## config.mk

```make
export PLATFORM = sky130hd
export DESIGN_NAME = call_stack_ctl
export DESIGN_NICKNAME = d
export VERILOG_FILES = /design/src/rtl/call_stack_ctl.sv
export SDC_FILE = /design/constraint.sdc
export NUM_CORES = 1
export LEC_CHECK = 0
export ABC_AREA = 1
export CORE_AREA = 2 2 225 271
export CTS_CLUSTER_DIAMETER = 50
export DETAILED_ROUTE_END_ITERATION = 7
export DIE_AREA = 0 0 227 273
export PLACE_DENSITY = 0.76
export SLEW_MARGIN = 10
export SYNTH_ARGS = -nofsm -noshare
export SYNTH_HDL_FRONTEND = slang
export SYNTH_SLANG_ARGS = --single-unit
```

## constraint.sdc

```tcl
create_clock -name clk -period 11.5 [get_ports clk]
set_clock_uncertainty 0.15 [all_clocks]
set_input_delay 1.15 -clock clk [delete_from_list [all_inputs] [get_ports clk]]
set_output_delay 1.15 -clock clk [all_outputs]
set_load 0.01 [all_outputs]
```

## src/rtl/call_stack_ctl.sv

```systemverilog
// call_stack_ctl: return-address stack with per-branch checkpoints for mispredict repair.
// Define CALLSTACK_CKPT_EN to build the checkpoint table; otherwise restore just clears the stack.
module call_stack_ctl #(
  parameter int DEPTH = 16,
  parameter int IP_WIDTH = 48,
  parameter int NCKPT = 8
) (
  input  logic                     clk,
  input  logic                     rst,
  input  logic                     push_en,
  input  logic [IP_WIDTH-1:0]      push_addr,
  input  logic                     pop_en,
  output logic                     pred_valid,
  output logic [IP_WIDTH-1:0]      pred_addr,
  input  logic                     ckpt_take,
  output logic [$clog2(NCKPT)-1:0] ckpt_id,
  output logic                     ckpt_full,
  input  logic                     ckpt_free,
  input  logic                     restore_en,
  input  logic [$clog2(NCKPT)-1:0] restore_id,
  output logic                     busy
);
  localparam int PW = $clog2(DEPTH);
  localparam int CNW = PW + 1;
  localparam logic [PW:0] CNT_MAX = CNW'(DEPTH);
  localparam logic [PW:0] CNT_ONE = CNW'(1);
  typedef enum logic {IDLE, RESTORE} state_e;
  state_e state_q, state_d;
  logic [IP_WIDTH-1:0] stk_q [DEPTH];
  logic [PW-1:0] tos_q, tos_d, r_tos, wr_addr;
  logic [PW:0] cnt_q, cnt_d, r_cnt;
  logic [IP_WIDTH-1:0] r_top, wr_data, pred_addr_q, pred_addr_d;
  logic pred_valid_q, pred_valid_d, act, do_push, do_pop, nonempty, wr_en, r_we;

`ifdef CALLSTACK_CKPT_EN
  localparam int CW = $clog2(NCKPT);
  localparam int LW = CW + 1;
  localparam logic [CW:0] LIVE_MAX = LW'(NCKPT);
  logic [PW-1:0] ck_tos_q [NCKPT];
  logic [PW:0] ck_cnt_q [NCKPT];
  logic [IP_WIDTH-1:0] ck_top_q [NCKPT];
  logic [CW-1:0] alloc_q, alloc_d, rel_q, rel_d;
  logic [CW:0] live_q, live_d;
  logic take_ok, free_ok;
  always_comb begin
    take_ok = act && ckpt_take && live_q != LIVE_MAX;
    free_ok = ckpt_free && live_q != '0;
    rel_d = rel_q + CW'(free_ok);
    alloc_d = restore_en ? restore_id + 1'b1 : alloc_q + CW'(take_ok);
    // restoring keeps every slot from the release pointer up to and including restore_id
    live_d = restore_en ? {1'b0, restore_id - rel_q} + LW'(1) - LW'(free_ok)
                        : live_q + LW'(take_ok) - LW'(free_ok);
    r_tos = ck_tos_q[restore_id];
    r_cnt = ck_cnt_q[restore_id];
    r_top = ck_top_q[restore_id];
    r_we = 1'b1;
  end
  always_ff @(posedge clk) begin
    if (!rst) begin
      alloc_q <= '0;
      rel_q <= '0;
      live_q <= '0;
    end else begin
      alloc_q <= alloc_d;
      rel_q <= rel_d;
      live_q <= live_d;
    end
  end
  always_ff @(posedge clk) begin
    if (take_ok) begin
      ck_tos_q[alloc_q] <= tos_q;
      ck_cnt_q[alloc_q] <= cnt_q;
      ck_top_q[alloc_q] <= stk_q[tos_q];
    end
  end
  assign ckpt_id = alloc_q;
  assign ckpt_full = live_q == LIVE_MAX;
`else
  logic unused_ckpt;
  assign unused_ckpt = ^{ckpt_take, ckpt_free, restore_id};
  assign r_tos = '1;
  assign r_cnt = '0;
  assign r_top = '0;
  assign r_we = 1'b0;
  assign ckpt_id = '0;
  assign ckpt_full = 1'b0;
`endif

  always_comb begin
    act = state_q == IDLE && !restore_en;
    do_push = act && push_en;
    do_pop = act && pop_en;
    nonempty = cnt_q != '0;
    state_d = restore_en ? RESTORE : IDLE;
    tos_d = restore_en ? r_tos
          : do_push && !do_pop ? tos_q + 1'b1
          : do_pop && !do_push && nonempty ? tos_q - 1'b1 : tos_q;
    cnt_d = restore_en ? r_cnt
          : do_push && do_pop ? (nonempty ? cnt_q : CNT_ONE)
          : do_push ? (cnt_q == CNT_MAX ? cnt_q : cnt_q + 1'b1)
          : do_pop && nonempty ? cnt_q - 1'b1 : cnt_q;
    pred_valid_d = do_pop && nonempty;
    pred_addr_d = do_pop && (do_push || nonempty) ? stk_q[tos_q] : pred_addr_q;
    // restore rewrites the saved top in case a push replaced it after a pop
    wr_en = restore_en ? r_we : do_push;
    wr_addr = restore_en ? r_tos : do_pop ? tos_q : tos_q + 1'b1;
    wr_data = restore_en ? r_top : push_addr;
  end

  always_ff @(posedge clk) begin
    if (!rst) begin
      state_q <= IDLE;
      tos_q <= '1;
      cnt_q <= '0;
      pred_valid_q <= 1'b0;
      pred_addr_q <= '0;
    end else begin
      state_q <= state_d;
      tos_q <= tos_d;
      cnt_q <= cnt_d;
      pred_valid_q <= pred_valid_d;
      pred_addr_q <= pred_addr_d;
    end
  end

  always_ff @(posedge clk) begin
    if (wr_en) stk_q[wr_addr] <= wr_data;
  end

  assign pred_valid = pred_valid_q;
  assign pred_addr = pred_addr_q;
  assign busy = state_q == RESTORE;
endmodule

```

==> results of run 1 <==
## worst max-delay path: cells and delay by family, from the launching register on
| kind | cells | cell delay [ns] |
|---|---|---|
| xor+xnor | 1 | 0.52 |
| buf+inv | 2 | 1.58 |
| flops | 1 | 0.72 |
| simple gates | 4 | 1.25 |
## power by group through the flow
stage / sequential (W) / clock [W] / combinational, W
6_report: 0.00334 / 0.00262 / 0.000327
5_1_grt: 0.00334 / 0.00276 / 0.000363
4_1_cts: 0.00334 / 0.00264 / 0.000326
3_5_place_dp: 0.00340 / 0 / 0.000323
3_3_place_gp: 0.00340 / 0 / 0.000312
2_1_floorplan: 0.00340 / 0 / 0.000203
## sequential cells by signal (all words and copies together), names as in the netlist
name	flops
stk_q	768
pred_addr	48
cnt_q	5
tos_q	4
busy	1
pred_valid	1
## cell families after synthesis
group	count (synthesis)
AO/OA/AOI/OAI	110
XOR/XNOR	6
adder cells (fa/ha/maj)	6
buffers and inverters	462
flip-flops	827
other	1
AND/OR/NAND/NOR	1900
## placed cells by master, fill, tap and decap left out, types with 6 or more instances in the layout
cell             instances
a21oi_1                  6
nor2_4                  16
nor2_1                 131
o211ai_1                18
clkinv_2                14
o21ai_0                 71
nand2_1               1348
clkbuf_1                14
bufinv_16                7
nand3_1                397
o21ai_1                 13
inv_1                  268
clkinv_1                16
buf_4                   33
clkbuf_16               83
dfxtp_1                 55
clkbuf_8                 7
clkdlybuf4s50_1        100
edfxtp_1               768
## per-stage QoR
stage               utilization  setup WS, ns  cell area, sq um  hold WS [ns]  cells
floorplan                     -          6.92             34700         0.313   3315
global placement          0.608          6.47             36100         0.326   4064
detailed placement        0.608          6.35             36100         0.340   4064
CTS                       0.653          6.89             38700         0.349   4212
global route              0.653          6.61             38700         0.378   4212
finish                    0.653          6.81             38700         0.360   4212
## metal layers
layer | wire (um) | GRT usage | vias to the layer above
met4 | 2550 | 0.113 | 0
met1 | 32300 | 0.359 | 11233
li1 | - | - | 10955
met5 | 0 | 0 | -
met2 | 39800 | 0.441 | 1202
met3 | 7470 | 0.0431 | 181
## layout make-up
class | instances | area share
Clock inverter | 44 | 0.0104
Clock buffer | 104 | 0.0575
Timing Repair Buffer | 135 | 0.0325
Inverter | 276 | 0.0271
Tap cell | 800 | 0.0258
Sequential cell | 827 | 0.626
Multi-Input combinational cell | 2026 | 0.221
## worst paths after layout
| kind | from | end | cells past startpoint |
|---|---|---|---|
| max reg2reg | tos_q[3] | stk_q[12][41] | 7 |
| max | tos_q[3] | stk_q[12][41] | 7 |
| min | cnt_q[3] | cnt_q[3] | 2 |
| min reg2reg | cnt_q[3] | cnt_q[3] | 2 |
==> summary.md, run 1 <==
| Metric | Value |
|---|---|
| Post-synth cell types | `28` |
| Die W | `227 um` |
| WP data required | `11.59 ns` |
| Drt wl/cell | `19.5 um` |
| Via density per instance | `5.60` |
| FF+latch count, synth | `827` |
| Worst stage delay on the critical path | `0.88 ns` |
| Vias in the first global route | `23.4k` |
| H-tree Lvls | `3` |
| Post-synth EDFFs | `768` |
| CP Class | `reg2reg` |
| Total negative slack | `0 ns` |
| Reg2Reg Setup Slack | `6.81 ns` |
| Ant. Diodes | `0` |
| Number of remaining DRC errors | `0` |
| Power Internal | `0.00495 W` |
| Drt pass-1 iters | `7` |
| Leakage power | `15.8 nW` |
| Routability cong. | `0.758` |
| Slew at the pin closest to its max-slew limit | `1.15 ns` |
| Most used cell along the critical path | `nand2_1` |
| Worst skew pair latency | `0.63 ns` |
| Hpwl dp | `38,500 um` |
| Status | `complete, no violations` |
| Routed via count | `23.6k` |
| Total of max-cap violations | `0` |
| Clock power frac | `0.417` |
| Overall routing resource usage | `0.269` |
| YS warnings | `0` |
| Simple-gate share of the synthesized area | `0.221` |
| Filler cells | `4,391` |
| Final ANT Viol Nets | `0` |
| Xor and xnor area share after synthesis | `0.00152` |
| Total clock sinks | `827` |
| Inserted Clock Buffers | `80` |
| Fmax | `213 MHz` |
| Initial core utilization | `0.584` |
| Final hold violations | `0` |
| Final setup vio count | `0` |
| Compound-Gate Fraction of Synth Area | `0.0173` |
| Register area | `24,300 sq um` |
| Post-CTS setup buffers | `0` |
| Chip height | `273 um` |
| Overall power | `0.00629 W` |
| RSZ-0062 raised after global routing | `no` |
| Post-synthesis mux area share | `0` |
| CP max-delay cell | `clkinv_2` |
| Clock root buffer | `clkbuf_16` |
| Layout Nets | `3,410` |
| Pwr/cell area | `162 nW/um^2` |
| Setup crit start kind | `flip-flop` |
| Max Root-Sink Buffers | `3` |
| Post_cts resized | `0` |
| Share of layout cells above drive strength 1 | `0.0554` |
| Gr ovfl total | `0` |
| Top cell type's share of synthesized area | `0.665` |
| Critical path, cell by cell | `clkinv_2, xor2_1, nand2_1, nand3_1, nand2_1, nor2_4, buf_4` |
| Slew headroom | `0.231` |
| Initial antenna violation count | `0` |
| IO Count | `112` |
| P_sw | `0.00134 W` |
| Hold_buf cts | `0` |
| Ys flop type | `edfxtp_1` |
| Area leader, netlist | `edfxtp_1` |
| Crit Path Max Fanout | `42` |
| Sw frac | `0.213` |
| I/O Buffers | `102` |
| Cell with the most instances after synthesis | `nand2_1` |
| CP Capture Type | `flip-flop` |
| Layout area overhead | `11.7%` |
| Cells after synthesis | `3,312` |
| Reg power frac | `0.531` |
| Syn avg cell area | `10.5 sq um` |
| Post-layout min period | `4.69 ns` |
| VDD IR max | `131 uV` |
| Largest net degree at the start of global routing | `166` |
| Most instantiated cells after synthesis | `1,348 x nand2_1, 768 x edfxtp_1, 397 x nand3_1` |
| Std cell rows | `98` |
| Worst-path clk slew | `0.06 ns` |
| Die area | `62,000 sq um` |
| Fin crit share | `0.408` |
| Register area share after synthesis | `0.699` |
| Routed wire length | `82,100 um` |
| Area contributors post-synth | `edfxtp_1 66%, nand2_1 15%, nand3_1 5.7%, dfxtp_1 3.4%, inv_1 2.9%` |
| Final slew viol count | `0` |
| Core region area | `59,300 sq um` |
| CTS tree | `done` |
| Multi-input gate area | `8540 sq um` |
| Cell area after synthesis | `34,700 sq um` |
| Combinational fraction of design power | `0.052` |
| Async SR Flop Fraction | `0` |
| Largest family of logic cells by synthesized area | `simple AND/OR/NAND/NOR gates` |
| Post-Synth Adder-Cell Area | `0.00238` |
| First-pass GRT wire length | `127,000 um` |
| HP Class | `reg2reg` |
| Critical Path AT | `4.78 ns` |
| Starting DRC count in detailed routing | `2,597` |
Note: power is estimated with default switching activity, not from simulation.
==> run 2, diff against run 1 <==
Clock period 11.5 ns to 4.6 ns, I/O delays scaled along.
==> run 2 against run 1 <==
Compared with the run above:
- first-iteration DRC count rose by 13%
- cell count rose by 0.24%
- clock-buffer cell count rose by 5
- critical path depth rose by 3
- global-route usage fell by 0.36 points
- core utilization rose by 0.14 points
- combinational power rose to 2.6 times the previous value
- highest routed layer unchanged
==> summary.md, run 2 (same netlist as run 1, synthesis figures left out) <==
| Metric | Value |
|---|---|
| First-pass GRT wire length | `125,000 um (-1.1%)` |
| R2R cell count | `10 (+3)` |
| Via density per instance | `5.59 (-0.11%)` |
| Routability cong. | `0.770 (+1.6%)` |
| Leakage power | `15.9 nW (+0.27%)` |
| Number of remaining DRC errors | `0 (unchanged)` |
| Worst-path clk slew | `0.06 ns (about the same)` |
| Total clock sinks | `827 (unchanged)` |
| Hpwl dp | `40,700 um (+5.8%)` |
| Vias in the first global route | `22.7k (-2.7%)` |
| Post-CTS setup buffers | `0 (unchanged)` |
| Final slew viol count | `0 (unchanged)` |
| Initial antenna violation count | `0 (unchanged)` |
| CTS tree | `done` |
| Max Root-Sink Buffers | `3 (unchanged)` |
| Share of layout cells above drive strength 1 | `0.0573 (+0.00188)` |
| Post_cts resized | `0 (unchanged)` |
| HP Class | `in2reg` |
| CP Class | `reg2reg` |
| Crit path buf inv count | `4 (+2)` |
| Hold_buf cts | `0 (unchanged)` |
| Clock power frac | `0.408 (-0.009)` |
| Register area | `24,300 sq um (unchanged)` |
| Hold Path Cell Cnt | `4 (+2)` |
| IO Count | `112 (unchanged)` |
| Largest net degree at the start of global routing | `237 (+43%)` |
| P_sw | `0.00334 W (+150%)` |
| CP top delay family | `buffers and inverters` |
| Most flops, register | `stk_q` |
| Layout Nets | `3,422 (+0.35%)` |
| Most used cell along the critical path | `nand3_1` |
| Std cell rows | `98 (unchanged)` |
| Worst stage delay on the critical path | `0.83 ns (-0.05 ns)` |
| Core region area | `59,300 sq um (unchanged)` |
| Total of max-cap violations | `0 (unchanged)` |
| Gr ovfl total | `0 (unchanged)` |
| Die area | `62,000 sq um (unchanged)` |
| Most common cell after layout, fill and taps aside | `nand2_1` |
| Final setup vio count | `0 (unchanged)` |
| Largest register FFs | `768 (unchanged)` |
| Chip height | `273 um (unchanged)` |
| Slew headroom | `0.182 (-0.0496)` |
| Slew at the pin closest to its max-slew limit | `1.23 ns (+0.0745 ns)` |
| Die W | `227 um (unchanged)` |
| Reg power frac | `0.538 (+0.007)` |
| Worst skew pair latency | `0.62 ns (about the same)` |
| Overall routing resource usage | `0.265 (-0.00357)` |
| Fin cells | `4,222 (+0.24%)` |
| Drt wl/cell | `19.4 um (-0.67%)` |
| Most frequent cells in the layout | `1,348 x nand2_1, 768 x edfxtp_1, 397 x nand3_1` |
| Worst hold path startpoint | `restore_en` |
| Fmax | `300 MHz (+41%)` |
| Post-placement cell count | `4,076 (+0.30%)` |
| CP Capture Type | `flip-flop` |
| Filler cells | `4,374 (-0.39%)` |
| Worst flop-to-flop path endpoint | `pred_addr[35]` |
| Setup crit start kind | `flip-flop` |
| Clock root buffer | `clkbuf_16` |
| Final ANT Viol Nets | `0 (unchanged)` |
| Sw frac | `0.215 (+0.00219)` |
| Power Internal | `0.0122 W (+150%)` |
| Total negative slack | `0 ns (unchanged)` |
| Reg2Reg Setup Slack | `1.27 ns (-5.54 ns)` |
| RSZ-0062 raised after global routing | `no` |
| Ant. Diodes | `0 (unchanged)` |
| Drt pass-1 iters | `8 (+1)` |
| Crit Path Max Fanout | `77 (+83%)` |
| I/O Buffers | `102 (unchanged)` |
| Critical path, cell by cell | `inv_6, buf_4, buf_4, nor2_1, o21ai_0, nand3_1, nand3_1, nand3_1, nand2_1, inv_1` |
| Starting DRC count in detailed routing | `2,931 (+13%)` |
| Initial core utilization | `0.584 (unchanged)` |
| Multi-input gate area | `8540 sq um (unchanged)` |
| Inserted Clock Buffers | `80 (unchanged)` |
| Fin crit share | `0.725 (+0.317)` |
| Status | `complete, no violations` |
| VDD IR max | `221 uV (+68%)` |
| Post-layout min period | `3.33 ns (-1.36 ns)` |
| R2R Path Start | `tos_q[1]` |
| CP max-delay cell | `buf_4` |
| WP data required | `4.97 ns (-6.62 ns)` |
| Routed wire length | `81,800 um (-0.43%)` |
| H-tree Lvls | `3 (unchanged)` |
| WHS Endpoint | `busy` |
| Combinational fraction of design power | `0.054 (+0.002)` |
| Critical Path AT | `3.71 ns (-1.07 ns)` |
| Layout area overhead | `11.9%` |
| Routed via count | `23.6k (+0.12%)` |
| Pwr/cell area | `399 nW/um^2 (+150%)` |
| Final hold violations | `0 (unchanged)` |
run 2: cell types whose count changed in the layout (fill, tap and decap cells not counted), moves of 3 or more:
cell        delta
clkinv_1       -7
clkinvlp_4     -3
clkinv_2       +4
clkbuf_1      +10
buf_12        +10
clkbuf_8       -3
run 2: cell type report:
class,count,area share
flip-flops and latches,827,0.625
multi-input cells,2026,0.220
clock buffers,109,0.0560
repair buffers,147,0.0380
inverters,276,0.0270
well taps,800,0.0258
clock inverters,37,0.00828
run 2: worst register-to-register path: cells and delay by family, from the launching register on:
family          cells  cell delay [ns]
buf+inv             4             1.84
compound gates      1             0.12
simple gates        5             0.70
flops               1             0.43
run 2: how the worst max path moves through the flow:
stage	startpoint	to	slack [ns]	cells after the start
final	tos_q[1]	pred_addr[35]	1.27	10
after global placement	pop_en	stk_q[14][42]	1.38	8
after floorplan	tos_q[0]	stk_q[0][0]	0.32	11
after detailed placement	tos_q[0]	stk_q[8][27]	1.33	8
after global routing	tos_q[0]	stk_q[9][20]	1.05	8
after CTS	tos_q[0]	stk_q[8][27]	1.32	8
run 2: per-layer routing:
metal	GRT usage	part of all wire
met1	0.367	0.40
met2	0.430	0.48
met3	0.0362	0.093
met4	0.106	0.032
met5	0	0
run 2: stage by stage:
stage / setup WS (ns) / power (W) / hold slack, ns / area (sq um) / util
3_3_place_gp: 1.38 / 0.00930 / 0.327 / 36300 / 0.612
4_1_cts: 1.32 / 0.0156 / 0.258 / 38800 / 0.654
5_1_grt: 1.05 / 0.0159 / 0.311 / 38800 / 0.654
3_5_place_dp: 1.33 / 0.00933 / 0.348 / 36300 / 0.612
2_1_floorplan: 0.321 / 0.00902 / 0.313 / 34700 / -
6_report: 1.27 / 0.0155 / 0.274 / 38800 / 0.654
run 2: power by group through the flow:
stage / clock (W) / combinational, W / sequential [W]
2_1_floorplan: 0 / 0.000506 / 0.00851
3_3_place_gp: 0 / 0.000798 / 0.00850
3_5_place_dp: 0 / 0.000826 / 0.00851
4_1_cts: 0.00638 / 0.000830 / 0.00835
5_1_grt: 0.00667 / 0.000920 / 0.00835
6_report: 0.00632 / 0.000836 / 0.00835
